### config.mk
export PLATFORM = sky130hd
export DESIGN_NAME = issue_pair_stage
export DESIGN_NICKNAME = d
export VERILOG_FILES = /design/src/rtl/issue_pair_stage.sv
export SDC_FILE = /design/constraint.sdc
export NUM_CORES = 1
export LEC_CHECK = 0
export BUFFER_PORTS_ARGS = -buffer_cell sky130_fd_sc_hd__buf_2
export CORE_AREA = 2 2 180 182
export CTS_BUF_LIST = sky130_fd_sc_hd__clkbuf_8
export CTS_CLUSTER_DIAMETER = 30
export DETAILED_ROUTE_END_ITERATION = 7
export DIE_AREA = 0 0 182 184
export GPL_ROUTABILITY_DRIVEN = 0
export SLEW_MARGIN = 40
export SYNTH_ARGS = -nofsm -noshare
export SYNTH_HDL_FRONTEND = slang
export SYNTH_SLANG_ARGS = --single-unit
### constraint.sdc
create_clock -name clk -period 3.1 [get_ports clk]
set_clock_uncertainty 0.1 [all_clocks]
set_input_delay 0.31 -clock clk [delete_from_list [all_inputs] [get_ports clk]]
set_output_delay 0.31 -clock clk [all_outputs]
set_load 0.1 [all_outputs]
### src/rtl/issue_pair_stage.sv
// ID-stage issue selector: picks single, dual or no issue from the two queue head
// entries, returns the pop count combinationally and registers the issued pair.
module issue_pair_stage #(
  parameter int CKPT_W = 8,
  parameter int EXC_W  = 5
) (
  input  logic                  clk,
  input  logic                  rst,
  input  logic                  SBA_flush_w_i,
  input  logic                  CP0_excOccur_w_i,
  input  logic [1:0]            IQ_supplyValid_i,
  input  logic [63:0]           IQ_inst_p_i,
  input  logic [63:0]           IQ_VAddr_p_i,
  input  logic [1:0]            IQ_hasException_p_i,
  input  logic [2*EXC_W-1:0]    IQ_ExcCode_p_i,
  input  logic [1:0]            IQ_isRefill_p_i,
  input  logic [63:0]           IQ_predDest_p_i,
  input  logic [1:0]            IQ_predTake_p_i,
  input  logic [2*CKPT_W-1:0]   IQ_checkPoint_p_i,
  output logic [1:0]            ID_upDateMode_o,
  input  logic                  EX_ready_i,
  output logic [1:0]            ID_valid_o,
  output logic [63:0]           ID_inst_p_o,
  output logic [63:0]           ID_VAddr_p_o,
  output logic [1:0]            ID_hasException_p_o,
  output logic [2*EXC_W-1:0]    ID_ExcCode_p_o,
  output logic [1:0]            ID_isRefill_p_o,
  output logic [63:0]           ID_predDest_p_o,
  output logic [1:0]            ID_predTake_p_o,
  output logic [2*CKPT_W-1:0]   ID_checkPoint_p_o
);

  function automatic logic [4:0] dec_dst(input logic [5:0] op, input logic [4:0] rs,
                                         input logic [4:0] rt, input logic [4:0] rd,
                                         input logic [5:0] fn);
    logic [4:0] d;
    d = '0;
    if (op == 6'h00) begin
      if (!(fn inside {6'h08, 6'h0c, 6'h0d, 6'h11, 6'h13, [6'h18:6'h1b]})) d = rd;
    end else if (op == 6'h01) begin
      if (rt inside {5'h10, 5'h11}) d = 5'd31;
    end else if (op == 6'h03) begin
      d = 5'd31;
    end else if (op inside {[6'h08:6'h0f], [6'h20:6'h26]}) begin
      d = rt;
    end else if (op == 6'h10 && rs == 5'h00) begin
      d = rt;
    end
    return d;
  endfunction

  // A zero destination means "no destination", so it can never create a hazard.
  function automatic logic dec_raw(input logic [5:0] op, input logic [4:0] rs,
                                   input logic [4:0] rt, input logic [4:0] d0);
    logic use_rs;
    logic use_rt;
    use_rs = !(op inside {6'h02, 6'h03, 6'h10});
    use_rt = (op inside {6'h00, 6'h04, 6'h05, 6'h28, 6'h29, 6'h2a, 6'h2b, 6'h2e}) ||
             (op == 6'h10 && rs == 5'h04);
    return (d0 != 5'd0) && ((use_rs && rs == d0) || (use_rt && rt == d0));
  endfunction

  function automatic logic is_branch(input logic [5:0] op, input logic [5:0] fn);
    return (op inside {[6'h01:6'h07]}) || (op == 6'h00 && fn inside {6'h08, 6'h09});
  endfunction

  function automatic logic is_solo(input logic [5:0] op, input logic [5:0] fn);
    return (op == 6'h10) || (op inside {[6'h20:6'h26], 6'h28, 6'h29, 6'h2a, 6'h2b, 6'h2e}) ||
           (op == 6'h00 && fn inside {6'h0c, 6'h0d, [6'h10:6'h13], [6'h18:6'h1b]});
  endfunction

  logic [31:0] inst0, inst1;
  logic [5:0]  op0, fn0, op1, fn1;
  logic [4:0]  rs0, rt0, rd0, rs1, rt1, rd1;
  logic [4:0]  dst0, dst1;
  logic        flush, can_load, dual_ok;
  logic [1:0]  mode;

  logic [1:0]            valid_p1;
  logic [63:0]           inst_p1, vaddr_p1, pred_dest_p1;
  logic [1:0]            has_exc_p1, is_refill_p1, pred_take_p1;
  logic [2*EXC_W-1:0]    exc_code_p1;
  logic [2*CKPT_W-1:0]   ckpt_p1;

  assign inst0 = IQ_inst_p_i[31:0];
  assign inst1 = IQ_inst_p_i[63:32];
  assign op0 = inst0[31:26];
  assign rs0 = inst0[25:21];
  assign rt0 = inst0[20:16];
  assign rd0 = inst0[15:11];
  assign fn0 = inst0[5:0];
  assign op1 = inst1[31:26];
  assign rs1 = inst1[25:21];
  assign rt1 = inst1[20:16];
  assign rd1 = inst1[15:11];
  assign fn1 = inst1[5:0];

  assign dst0 = dec_dst(op0, rs0, rt0, rd0, fn0);
  assign dst1 = dec_dst(op1, rs1, rt1, rd1, fn1);

  assign flush    = SBA_flush_w_i | CP0_excOccur_w_i;
  assign can_load = !flush && (valid_p1 == 2'b00 || EX_ready_i);

  assign dual_ok = (IQ_supplyValid_i == 2'b11) &&
                   !IQ_hasException_p_i[0] && !IQ_hasException_p_i[1] &&
                   !is_solo(op0, fn0) && !is_solo(op1, fn1) &&
                   !is_branch(op1, fn1) &&
                   !dec_raw(op1, rs1, rt1, dst0) &&
                   !(dst0 != 5'd0 && dst0 == dst1);

  // A slot0 branch that cannot pair goes alone; its delay slot becomes next cycle's head.
  always_comb begin
    mode = 2'b00;
    if (rst && can_load) begin
      if (dual_ok) mode = 2'b11;
      else if (IQ_supplyValid_i[0]) mode = 2'b01;
    end
  end

  assign ID_upDateMode_o = mode;

  // ID/EX register: the mode encoding doubles as the slot-valid pattern.
  always_ff @(posedge clk) begin
    if (!rst) begin
      valid_p1     <= '0;
      inst_p1      <= '0;
      vaddr_p1     <= '0;
      has_exc_p1   <= '0;
      exc_code_p1  <= '0;
      is_refill_p1 <= '0;
      pred_dest_p1 <= '0;
      pred_take_p1 <= '0;
      ckpt_p1      <= '0;
    end else if (flush) begin
      valid_p1 <= 2'b00;
    end else if (can_load) begin
      valid_p1 <= mode;
      if (mode != 2'b00) begin
        inst_p1      <= IQ_inst_p_i;
        vaddr_p1     <= IQ_VAddr_p_i;
        has_exc_p1   <= IQ_hasException_p_i;
        exc_code_p1  <= IQ_ExcCode_p_i;
        is_refill_p1 <= IQ_isRefill_p_i;
        pred_dest_p1 <= IQ_predDest_p_i;
        pred_take_p1 <= IQ_predTake_p_i;
        ckpt_p1      <= IQ_checkPoint_p_i;
      end
    end
  end

  assign ID_valid_o          = valid_p1;
  assign ID_inst_p_o         = inst_p1;
  assign ID_VAddr_p_o        = vaddr_p1;
  assign ID_hasException_p_o = has_exc_p1;
  assign ID_ExcCode_p_o      = exc_code_p1;
  assign ID_isRefill_p_o     = is_refill_p1;
  assign ID_predDest_p_o     = pred_dest_p1;
  assign ID_predTake_p_o     = pred_take_p1;
  assign ID_checkPoint_p_o   = ckpt_p1;

endmodule

==> results of run 1 <==
## per-stage QoR
stage	setup slack, ns	hold WS, ns	util, %
2_1_floorplan	0.174	0.349	-
3_3_place_gp	0.226	0.349	37.4
3_5_place_dp	0.174	0.355	37.5
4_1_cts	0.00340	0.352	49.3
5_1_grt	-0.0573	0.170	49.5
6_report	0.0747	0.146	49.5
## cell usage after synthesis (all sizes together) (6+ instances only)
library cell,n
dfxtp,226
inv,8
nor4,6
nor2,10
a21boi,224
clkbuf,73
xnor2,13
a21oi,10
nor3,8
nand2,458
## routing by layer
layer / vias to the layer above / routed length, um
li1: 5004 / -
met1: 4670 / 13300
met2: 454 / 17000
met3: 94 / 3100
met4: 2 / 1290
met5: - / 13
## worst max-delay path by stage
stage | cells past startpoint | from | end | slack [ns]
after floorplan | 9 | IQ_inst_p_i[58] | ID_upDateMode_o[1] | 0.17
after global placement | 11 | IQ_inst_p_i[34] | ID_upDateMode_o[1] | 0.23
after detailed placement | 11 | IQ_inst_p_i[34] | ID_upDateMode_o[1] | 0.17
after CTS | 11 | IQ_inst_p_i[56] | ID_upDateMode_o[1] | 0.003
after global routing | 11 | IQ_inst_p_i[56] | ID_upDateMode_o[1] | -0.06
final | 11 | IQ_inst_p_i[56] | ID_upDateMode_o[1] | 0.07
## area by class of cell
type	count	share of cell area [%]
Antenna cell	3	0.0483
Clock buffer	62	5.49
Clock inverter	40	3.52
Inverter	9	0.249
Multi-Input combinational cell	789	27.5
Sequential cell	226	29.1
Tap cell	402	3.23
Timing Repair Buffer	701	30.9
## critical path, stage by stage
cell and delay, ns:
dlygate4sd3_1 0.54, buf_2 0.15, nor3_2 0.15, nand4b_1 0.21, o22ai_4 0.21, a221oi_1 0.14
xnor2_1 0.18, nor3_2 0.22, a31oi_1 0.10, o21a_1 0.23, buf_12 0.17
## where the power goes
part	internal [mW]	switching [mW]
sequential	2.97	0.0298
clock	2.95	1.52
combinational	0.462	0.789
total	6.38	2.34
## registers in the layout, summed over array words and instances (netlist names)
name                 cells
ID_VAddr_p_o            64
ID_ExcCode_p_o          10
ID_checkPoint_p_o       16
ID_hasException_p_o      2
ID_isRefill_p_o          2
ID_predTake_p_o          2
ID_inst_p_o             64
ID_predDest_p_o         64
ID_valid_o               2
## repair_timing
action / CTS / global route
endpoints found under the hold margin: 226 / 0
setup buffers: 0 / 3
resized for setup: 0 / 8
hold buffers: 230 / 0
setup endpoints to repair: 0 / 1
## kinds of logic (layout without fill, tap and decap cells)
kind of cell	count (synthesis)	in the layout	share of synthesized area (%)
simple gates	506	506	22.8
compound gates	264	264	21.8
flops	226	226	49.8
buf+inv	87	812	3.64
xor+xnor	16	16	1.54
mux	3	3	0.399
other cells	0	3	0
==> impl_metrics.json, run 1 <==
{
  "routed_wirelength_um": 34700,
  "hpwlAfterDp_um": 21800,
  "grtUsageMet2_pct": 34.5,
  "via_per_inst": 4.58,
  "yosysTopAreaCellShare_pct": 49.8,
  "crit_path_max_fanout": 5,
  "die_x_um": 182,
  "slew_headroom_pct": 49.6,
  "track_usage_pct": 19.5,
  "rows": 65,
  "setup_viol": 0,
  "path_class": "input port to output pin",
  "reg2reg_depth": 8,
  "crit_required_ns": 2.69,
  "clock_latency_ns": 0.57,
  "first_iter_violations": 380,
  "synth_area_um2": 9080,
  "syn_avg_cell_area_um2": 8.24,
  "synth-seq-area-share_pct": 49.8,
  "drt_first_pass_iters": 6,
  "arrival_ns": 2.62,
  "grt-ovfl-total": 0,
  "antenna_found_initial": 4,
  "r2r_setup_slack_ns": 0.49,
  "grt_pass1_wl_um": 52600,
  "port_buffers": 458,
  "synth_top_cells_by_area": "dfxtp_1 50%, nand2_1 19%, a21boi_0 19%",
  "tightest_slew_ns": 0.756,
  "grt_max_degree": 226,
  "drc": 0,
  "drv_cap": 0,
  "finalNonFillerCells": 2232,
  "initial_core_util_pct": 28.9,
  "nFillCells": 2881,
  "crit_path_start_kind": "input port",
  "nets": 2013,
  "die_area_um2": 33500,
  "syn-num-nets": 1333,
  "placed_cells": 1894,
  "wl_per_cell_um": 15.5,
  "period_share_pct": 97.6,
  "hp-start": "IQ_inst_p_i[51]",
  "final_common_cell": "nand2_1",
  "cts_buffers": 55,
  "status": "complete, no violations",
  "ff_latch_area_um2": 4520,
  "fin_area_um2": 15600,
  "core_area_um2": 31400,
  "power.leakage_nw": 6.80,
  "synthArstFlopShare_pct": 0,
  "setup_tns_ns": 0,
  "whs_endpoint": "ID_inst_p_o[51]",
  "clockRootBuffer": "clkbuf_8",
  "grt_pass1_vias": 10200,
  "route.vias.total": 10200,
  "synth-edff-count": 0,
  "worstSetupEndpointType": "output pin",
  "power.total_mw": 8.72,
  "fmax_mhz": 331,
  "final_cell_mix": "458 x nand2_1, 454 x buf_2, 229 x dlygate4sd3_1, 226 x dfxtp_1, 224 x a21boi_0",
  "power_density_nw_per_um2": 561,
  "ys_types": 51,
  "drive_gt1_share_pct": 32.4,
  "place_area_um2": 11800,
  "max-vdd-ir-drop_uv": 348,
  "die_h_um": 184,
  "cts_max_level": 2,
  "synth_seq_cells": 226,
  "area_delta_synth_final_pct": 71.2,
  "busiest_layer": "met2",
  "synth_top_flop_cell": "dfxtp_1",
  "use_met3_pct": 6.77,
  "met1_usage_pct": 21.0,
  "maxSlewViolCount": 0,
  "cts_max_path_buffers": 3,
  "multi_input_area_um2": 4270,
  "ys_warn_count": 0,
  "syn_inst": 1102,
  "drtAntennaViolNets": 0,
  "netlist.top_cell.by_area": "dfxtp_1",
  "hold_depth": 3,
  "cts_tree": "yes",
  "min_period_ns": 3.03,
  "cts.sink_count": 226,
  "rr_endpoint": "ID_valid_o[1]",
  "hold_viol": 0,
  "clk_pin_slew_ns": 0.05,
  "hp-class": "input port to register",
  "pin_count": 459,
  "worstReg2RegStart": "ID_valid_o[0]"
}
Note: power is estimated with default switching activity, not from simulation.
==> inputs of run 2 (changes only) <==
--- a/config.mk
+++ b/config.mk
@@ -5,12 +5,13 @@
 export SDC_FILE = /design/constraint.sdc
 export NUM_CORES = 1
 export LEC_CHECK = 0
+export ABC_AREA = 1
 export BUFFER_PORTS_ARGS = -buffer_cell sky130_fd_sc_hd__buf_2
-export CORE_AREA = 2 2 180 182
+export CORE_AREA = 2 2 178 180
 export CTS_BUF_LIST = sky130_fd_sc_hd__clkbuf_8
 export CTS_CLUSTER_DIAMETER = 30
 export DETAILED_ROUTE_END_ITERATION = 7
-export DIE_AREA = 0 0 182 184
+export DIE_AREA = 0 0 180 182
 export GPL_ROUTABILITY_DRIVEN = 0
 export SLEW_MARGIN = 40
 export SYNTH_ARGS = -nofsm -noshare
==> run 2 against run 1 <==
Effect of this change: sequential share of layout area grew 0.83 points; synthesized cell count grew 11%; sequential power grew 2%; area after synthesis shrank 2.3%; combinational power grew 28%; non-clock buffer count shrank 7; die area shrank 2.2%; largest power group unchanged; worst hold slack lost 0.085 ns; global-route usage grew 1.3 points; register-to-register slack gained 0.33 ns.
==> impl_metrics.json, run 2 <==
{
  "crit_path_start_kind": "input port",
  "postCtsSetupBuffers": 0,
  "cts_tree": "yes",
  "final_common_cell": "buf_2",
  "slowest_stage": "dlygate4sd3_1",
  "crit_top_cell": "nand2_1",
  "path_class": "input port to output pin",
  "syn_avg_cell_area_um2": 7.25,
  "synth_top_cells_by_area": "dfxtp_1 51%, nor2_1 18%, o21ai_0 13%",
  "setup_viol": 0,
  "worst-path-buf-inv": 4,
  "yosysTopAreaCellShare_pct": 51.0,
  "max-vdd-ir-drop_uv": 430,
  "maxSlewViolCount": 0,
  "die_area_um2": 32800,
  "ys_types": 26,
  "switching_share_pct": 30.2,
  "fin_ws_ns": 0.134,
  "synth-seq-area-share_pct": 51.0,
  "final_cell_mix": "455 x buf_2, 431 x nor2_1, 227 x o21ai_0, 227 x dlygate4sd3_1, 226 x dfxtp_1",
  "synthArstFlopShare_pct": 0,
  "worstSetupEndpointType": "output pin",
  "wl_per_cell_um": 15.2,
  "ff_latch_area_um2": 4520,
  "placed_cells": 2020,
  "drtAntennaViolNets": 0,
  "power_density_nw_per_um2": 579,
  "status": "complete, no violations",
  "grt_pass1_wl_um": 56400,
  "worstPathCellList": "dlygate4sd3_1, buf_2, inv_1, nand3_1, a31oi_4, nand2_1, nand2_1, xor2_1, nor2_1, nand2_1, nand3_1, a21oi_2, buf_8",
  "finalNonFillerCells": 2350,
  "crit_path_max_fanout": 7,
  "hpwlAfterDp_um": 22400,
  "drc": 0,
  "cts_max_path_buffers": 3,
  "cts_max_level": 2,
  "area_delta_synth_final_pct": 70.3,
  "cts.sink_count": 226,
  "pin_count": 459,
  "cp_top_family": "buffers and inverters",
  "first_iter_violations": 670,
  "hold_viol": 0,
  "clk_pin_slew_ns": 0.05,
  "multi_input_area_um2": 3890,
  "nFillCells": 2899,
  "synth_top_flop_cell": "dfxtp_1",
  "port_buffers": 458,
  "die_h_um": 182,
  "die_x_um": 180,
  "clockRootBuffer": "clkbuf_8",
  "rows": 65,
  "ys_warn_count": 0,
  "synth_area_um2": 8880,
  "p_int_mw": 6.11,
  "rsz0062_at_grt": "false",
  "cpPeakStageDelay_ns": 0.53,
  "p_seq_share_pct": 34.9,
  "nets": 2133,
  "min_period_ns": 2.97,
  "yosysMostFrequentCell": "nor2_1",
  "synth-edff-count": 0,
  "period_share_pct": 95.7,
  "netlist.top_cell.by_area": "dfxtp_1",
  "hp-class": "input port to register",
  "arrival_ns": 2.56,
  "drv_cap": 0,
  "crit_required_ns": 2.69,
  "syn-num-nets": 1456,
  "antenna_found_initial": 2,
  "syn_inst": 1225,
  "initial_core_util_pct": 28.6,
  "track_usage_pct": 20.8,
  "clock_latency_ns": 0.56,
  "grt_max_degree": 225,
  "core_area_um2": 31000,
  "comb_power_share_pct": 18.2,
  "fmax_mhz": 337,
  "place_ws_ns": 0.411,
  "tightest_slew_ns": 0.734,
  "switchingPower_mw": 2.65,
  "r2r_setup_slack_ns": 0.82,
  "route.vias.total": 11000,
  "routed_wirelength_um": 35700,
  "cts_buffers": 54,
  "grt-ovfl-total": 0,
  "ys_top_cells_by_count": "432 x nor2_1, 227 x o21ai_0, 226 x dfxtp_1",
  "power.leakage_nw": 7.81,
  "via_per_inst": 4.66,
  "setup_tns_ns": 0,
  "synth_seq_cells": 226,
  "fin_util_pct": 48.8,
  "clkPwrFrac_pct": 46.9,
  "grt_pass1_vias": 11100,
  "drive_gt1_share_pct": 30.3,
  "drt_first_pass_iters": 5,
  "slew_headroom_pct": 51.1
}
run 2: changes by cell type after synthesis, moves of 34 or more:
cell,change
nor2_1,+422
nand2_1,-363
a21boi_0,-224
nand3_1,+47
o21ai_0,+222
clkbuf_1,-34
run 2: final cells by class:
cell class / instances / share of cell area (%)
timing repair buffer: 694 / 31.3
sequential: 226 / 29.9
multi-input combinational: 883 / 25.7
clock buffer: 68 / 6.19
tap: 402 / 3.33
clock inverter: 31 / 2.38
inverter: 43 / 1.12
antenna: 3 / 0.0496
run 2: power groups by stage:
| stage | clock network (mW) | registers (mW) | logic (mW) |
|---|---|---|---|
| after CTS | 4.20 | 3.05 | 1.58 |
| after floorplan | 0 | 3.84 | 0.262 |
| after detailed placement | 0 | 3.11 | 1.35 |
| after global routing | 4.36 | 3.07 | 1.68 |
| after global placement | 0 | 3.11 | 1.34 |
| final | 4.11 | 3.06 | 1.60 |
run 2: repair_timing:
item / 4_1_cts / 5_1_grt
setup endpoints to repair: 0 / 1
resized for setup: 0 / 8
hold buffers: 227 / 0
endpoints found under the hold margin: 226 / 0
run 2: metal layers:
layer,global-route usage (%),wire length [um],vias up
met5,0,0,-
met4,10.6,1600,0
met3,6.54,2980,120
met2,35.8,17300,524
met1,23.1,13700,4969
li1,-,-,5339
run 2: cells by family (layout without fill, tap and decap cells):
| logic type | count (synthesis) | in the layout | share of synthesized area, % |
|---|---|---|---|
| AO/OA/AOI/OAI | 267 | 267 | 15.4 |
| XOR/XNOR | 2 | 2 | 0.197 |
| buffers and inverters | 116 | 836 | 5.38 |
| flip-flops | 226 | 226 | 51.0 |
| other | 0 | 3 | 0 |
| AND/OR/NAND/NOR | 614 | 614 | 28.1 |
run 2: path summary, 6_finish.rpt:
kind | from | endpoint | depth (start not counted)
worst max register to register | ID_valid_o[0] | ID_VAddr_p_o[53] | 7
worst min-delay path | EX_ready_i | ID_valid_o[0] | 5
worst min register to register | ID_valid_o[0] | ID_valid_o[0] | 2
worst max-delay path | IQ_inst_p_i[51] | ID_upDateMode_o[1] | 13
run 2: per-stage QoR:
| stage | total power, mW | hold slack (ns) | instance area [um^2] |
|---|---|---|---|
| global route | 9.11 | 0.0675 | 15100 |
| finish | 8.76 | 0.0608 | 15100 |
| CTS | 8.83 | 0.00177 | 15100 |
| detailed placement | 4.46 | 0.376 | 11500 |
| floorplan | 4.10 | 0.345 | 8880 |
| global placement | 4.45 | 0.368 | 11500 |
run 2: worst min-delay path, cell delays in order:
cell      delay, ns
buf_2          0.07
o21bai_1       0.11
nand2_1        0.07
nand2_1        0.06
a21oi_1        0.05
==> inputs of run 3 (changes only) <==
--- a/config.mk
+++ b/config.mk
@@ -13,6 +13,7 @@
 export DETAILED_ROUTE_END_ITERATION = 7
 export DIE_AREA = 0 0 180 182
 export GPL_ROUTABILITY_DRIVEN = 0
+export MAX_ROUTING_LAYER = met4
 export SLEW_MARGIN = 40
 export SYNTH_ARGS = -nofsm -noshare
 export SYNTH_HDL_FRONTEND = slang
==> run 3 against run 2 <==
Effect of this change: first-iteration DRC count down 4.6%; clock power about the same; routed wire length is essentially flat; global-route usage is 0.62 points higher; final cell count barely moved; final area about the same; sequential power is essentially flat; setup slack worse by 0.0083 ns.
==> impl_metrics.json, run 3 (synthesis gave the netlist of run 2 again) <==
{
  "antenna_found_initial": 2,
  "worst-path-buf-inv": 4,
  "final_cell_mix": "455 x buf_2, 431 x nor2_1, 227 x o21ai_0, 227 x dlygate4sd3_1, 226 x dfxtp_1",
  "grt-ovfl-total": 0,
  "crit_path_start_kind": "input port",
  "grt_pass1_vias": 11100,
  "grt_max_degree": 225,
  "die_h_um": 182,
  "nFillCells": 2900,
  "hp-class": "input port to register",
  "cpPeakStageDelay_ns": 0.53,
  "die_area_um2": 32800,
  "rsz0062_at_grt": "false",
  "routed_wirelength_um": 35600,
  "cts_max_level": 2,
  "drive_gt1_share_pct": 30.3,
  "tightest_slew_ns": 0.735,
  "slowest_stage": "dlygate4sd3_1",
  "slew_headroom_pct": 51.0,
  "crit_top_cell": "nand2_1",
  "cp_top_family": "buffers and inverters",
  "die_x_um": 180,
  "p_int_mw": 6.11,
  "crit_required_ns": 2.69,
  "core_area_um2": 31000,
  "clock_latency_ns": 0.56,
  "track_usage_pct": 21.4,
  "status": "complete, no violations",
  "max-vdd-ir-drop_uv": 430,
  "clockRootBuffer": "clkbuf_8",
  "hpwlAfterDp_um": 22400,
  "area_delta_synth_final_pct": 70.3,
  "use_met3_pct": 5.70,
  "switchingPower_mw": 2.64,
  "min_period_ns": 2.97,
  "drtAntennaViolNets": 0,
  "grt_pass1_wl_um": 56300,
  "port_buffers": 458,
  "pin_count": 459,
  "p_seq_share_pct": 34.9,
  "met1_usage_pct": 23.6,
  "wl_per_cell_um": 15.2,
  "setup_viol": 0,
  "hold_viol": 0,
  "setup_tns_ns": 0,
  "multi_input_area_um2": 3890,
  "via_per_inst": 4.65,
  "busiest_layer": "met2",
  "ff_latch_area_um2": 4520,
  "drc": 0,
  "clk_pin_slew_ns": 0.05,
  "first_iter_violations": 639,
  "hold_slack_ns": 0.0613,
  "cts_buffers": 54,
  "nets": 2133,
  "route.vias.total": 10900,
  "drv_cap": 0,
  "maxSlewViolCount": 0,
  "crit_path_max_fanout": 7,
  "power_density_nw_per_um2": 579,
  "fmax_mhz": 336,
  "initial_core_util_pct": 28.6,
  "comb_power_share_pct": 18.2,
  "drt_first_pass_iters": 6,
  "path_class": "input port to output pin",
  "postCtsSetupBuffers": 0,
  "final_common_cell": "buf_2",
  "cts.sink_count": 226,
  "cts_tree": "yes",
  "arrival_ns": 2.56,
  "switching_share_pct": 30.2,
  "power.leakage_nw": 7.81,
  "worstSetupEndpointType": "output pin",
  "clkPwrFrac_pct": 46.8,
  "period_share_pct": 95.9,
  "rows": 65,
  "grtUsageMet2_pct": 36.0,
  "worstPathCellList": "dlygate4sd3_1, buf_2, inv_1, nand3_1, a31oi_4, nand2_1, nand2_1, xor2_1, nor2_1, nand2_1, nand3_1, a21oi_2, buf_8",
  "cts_max_path_buffers": 3
}
==> run 3: changes by cell type in the layout (fill, tap and decap cells not counted), sizes merged <==
cell,change
diode,-1
==> run 3: final cells by class <==
| cell class | count | area share, % |
|---|---|---|
| timing repair buffer | 694 | 31.3 |
| sequential | 226 | 29.9 |
| inverter | 43 | 1.12 |
| clock buffer | 68 | 6.19 |
| antenna | 2 | 0.0331 |
| multi-input combinational | 883 | 25.7 |
| clock inverter | 31 | 2.38 |
| tap | 402 | 3.33 |
==> run 3: power by group through the flow <==
stage	sequential, mW	combinational, mW	clock (mW)
detailed placement	3.11	1.35	0
global route	3.07	1.68	4.36
floorplan	3.84	0.262	0
global placement	3.11	1.34	0
CTS	3.05	1.58	4.20
finish	3.06	1.60	4.10
==> run 3: what timing repair did <==
action / 4_1_cts / 5_1_grt
endpoints found under the setup margin: 0 / 1
hold endpoints to repair: 226 / 0
gates resized for setup: 0 / 8
hold buffers: 227 / 0
==> run 3: path summary, 6_finish.rpt <==
path                    from                 end  slack, ns  cells after the start
max          IQ_inst_p_i[51]  ID_upDateMode_o[1]       0.13                     13
min               EX_ready_i       ID_valid_o[0]       0.06                      5
max reg2reg    ID_valid_o[0]    ID_VAddr_p_o[53]       0.82                      7
min reg2reg    ID_valid_o[0]       ID_valid_o[0]       0.38                      2
==> run 3: tightest hold or removal path, delay by kind of cell <==
family / cells / cell delay [ns]
compound gates: 2 / 0.16
buf+inv: 1 / 0.07
simple gates: 2 / 0.13
==> run 3: through the flow <==
step	instance area, um^2	total power, mW	std cells	worst slack, ns	utilization (%)
after CTS	15100	8.83	2346	0.00955	48.6
after detailed placement	11500	4.46	2020	0.411	37.1
after global routing	15100	9.10	2349	0.0150	48.8
after global placement	11500	4.45	2020	0.457	37.1
after floorplan	8880	4.10	1225	0.379	-
final	15100	8.76	2349	0.126	48.8
==> run 3: layer usage <==
metal,share of wire (%),wire length (um)
met3,7.7,2750
met1,39,13900
met4,4.4,1580
met5,0,0
met2,49,17400
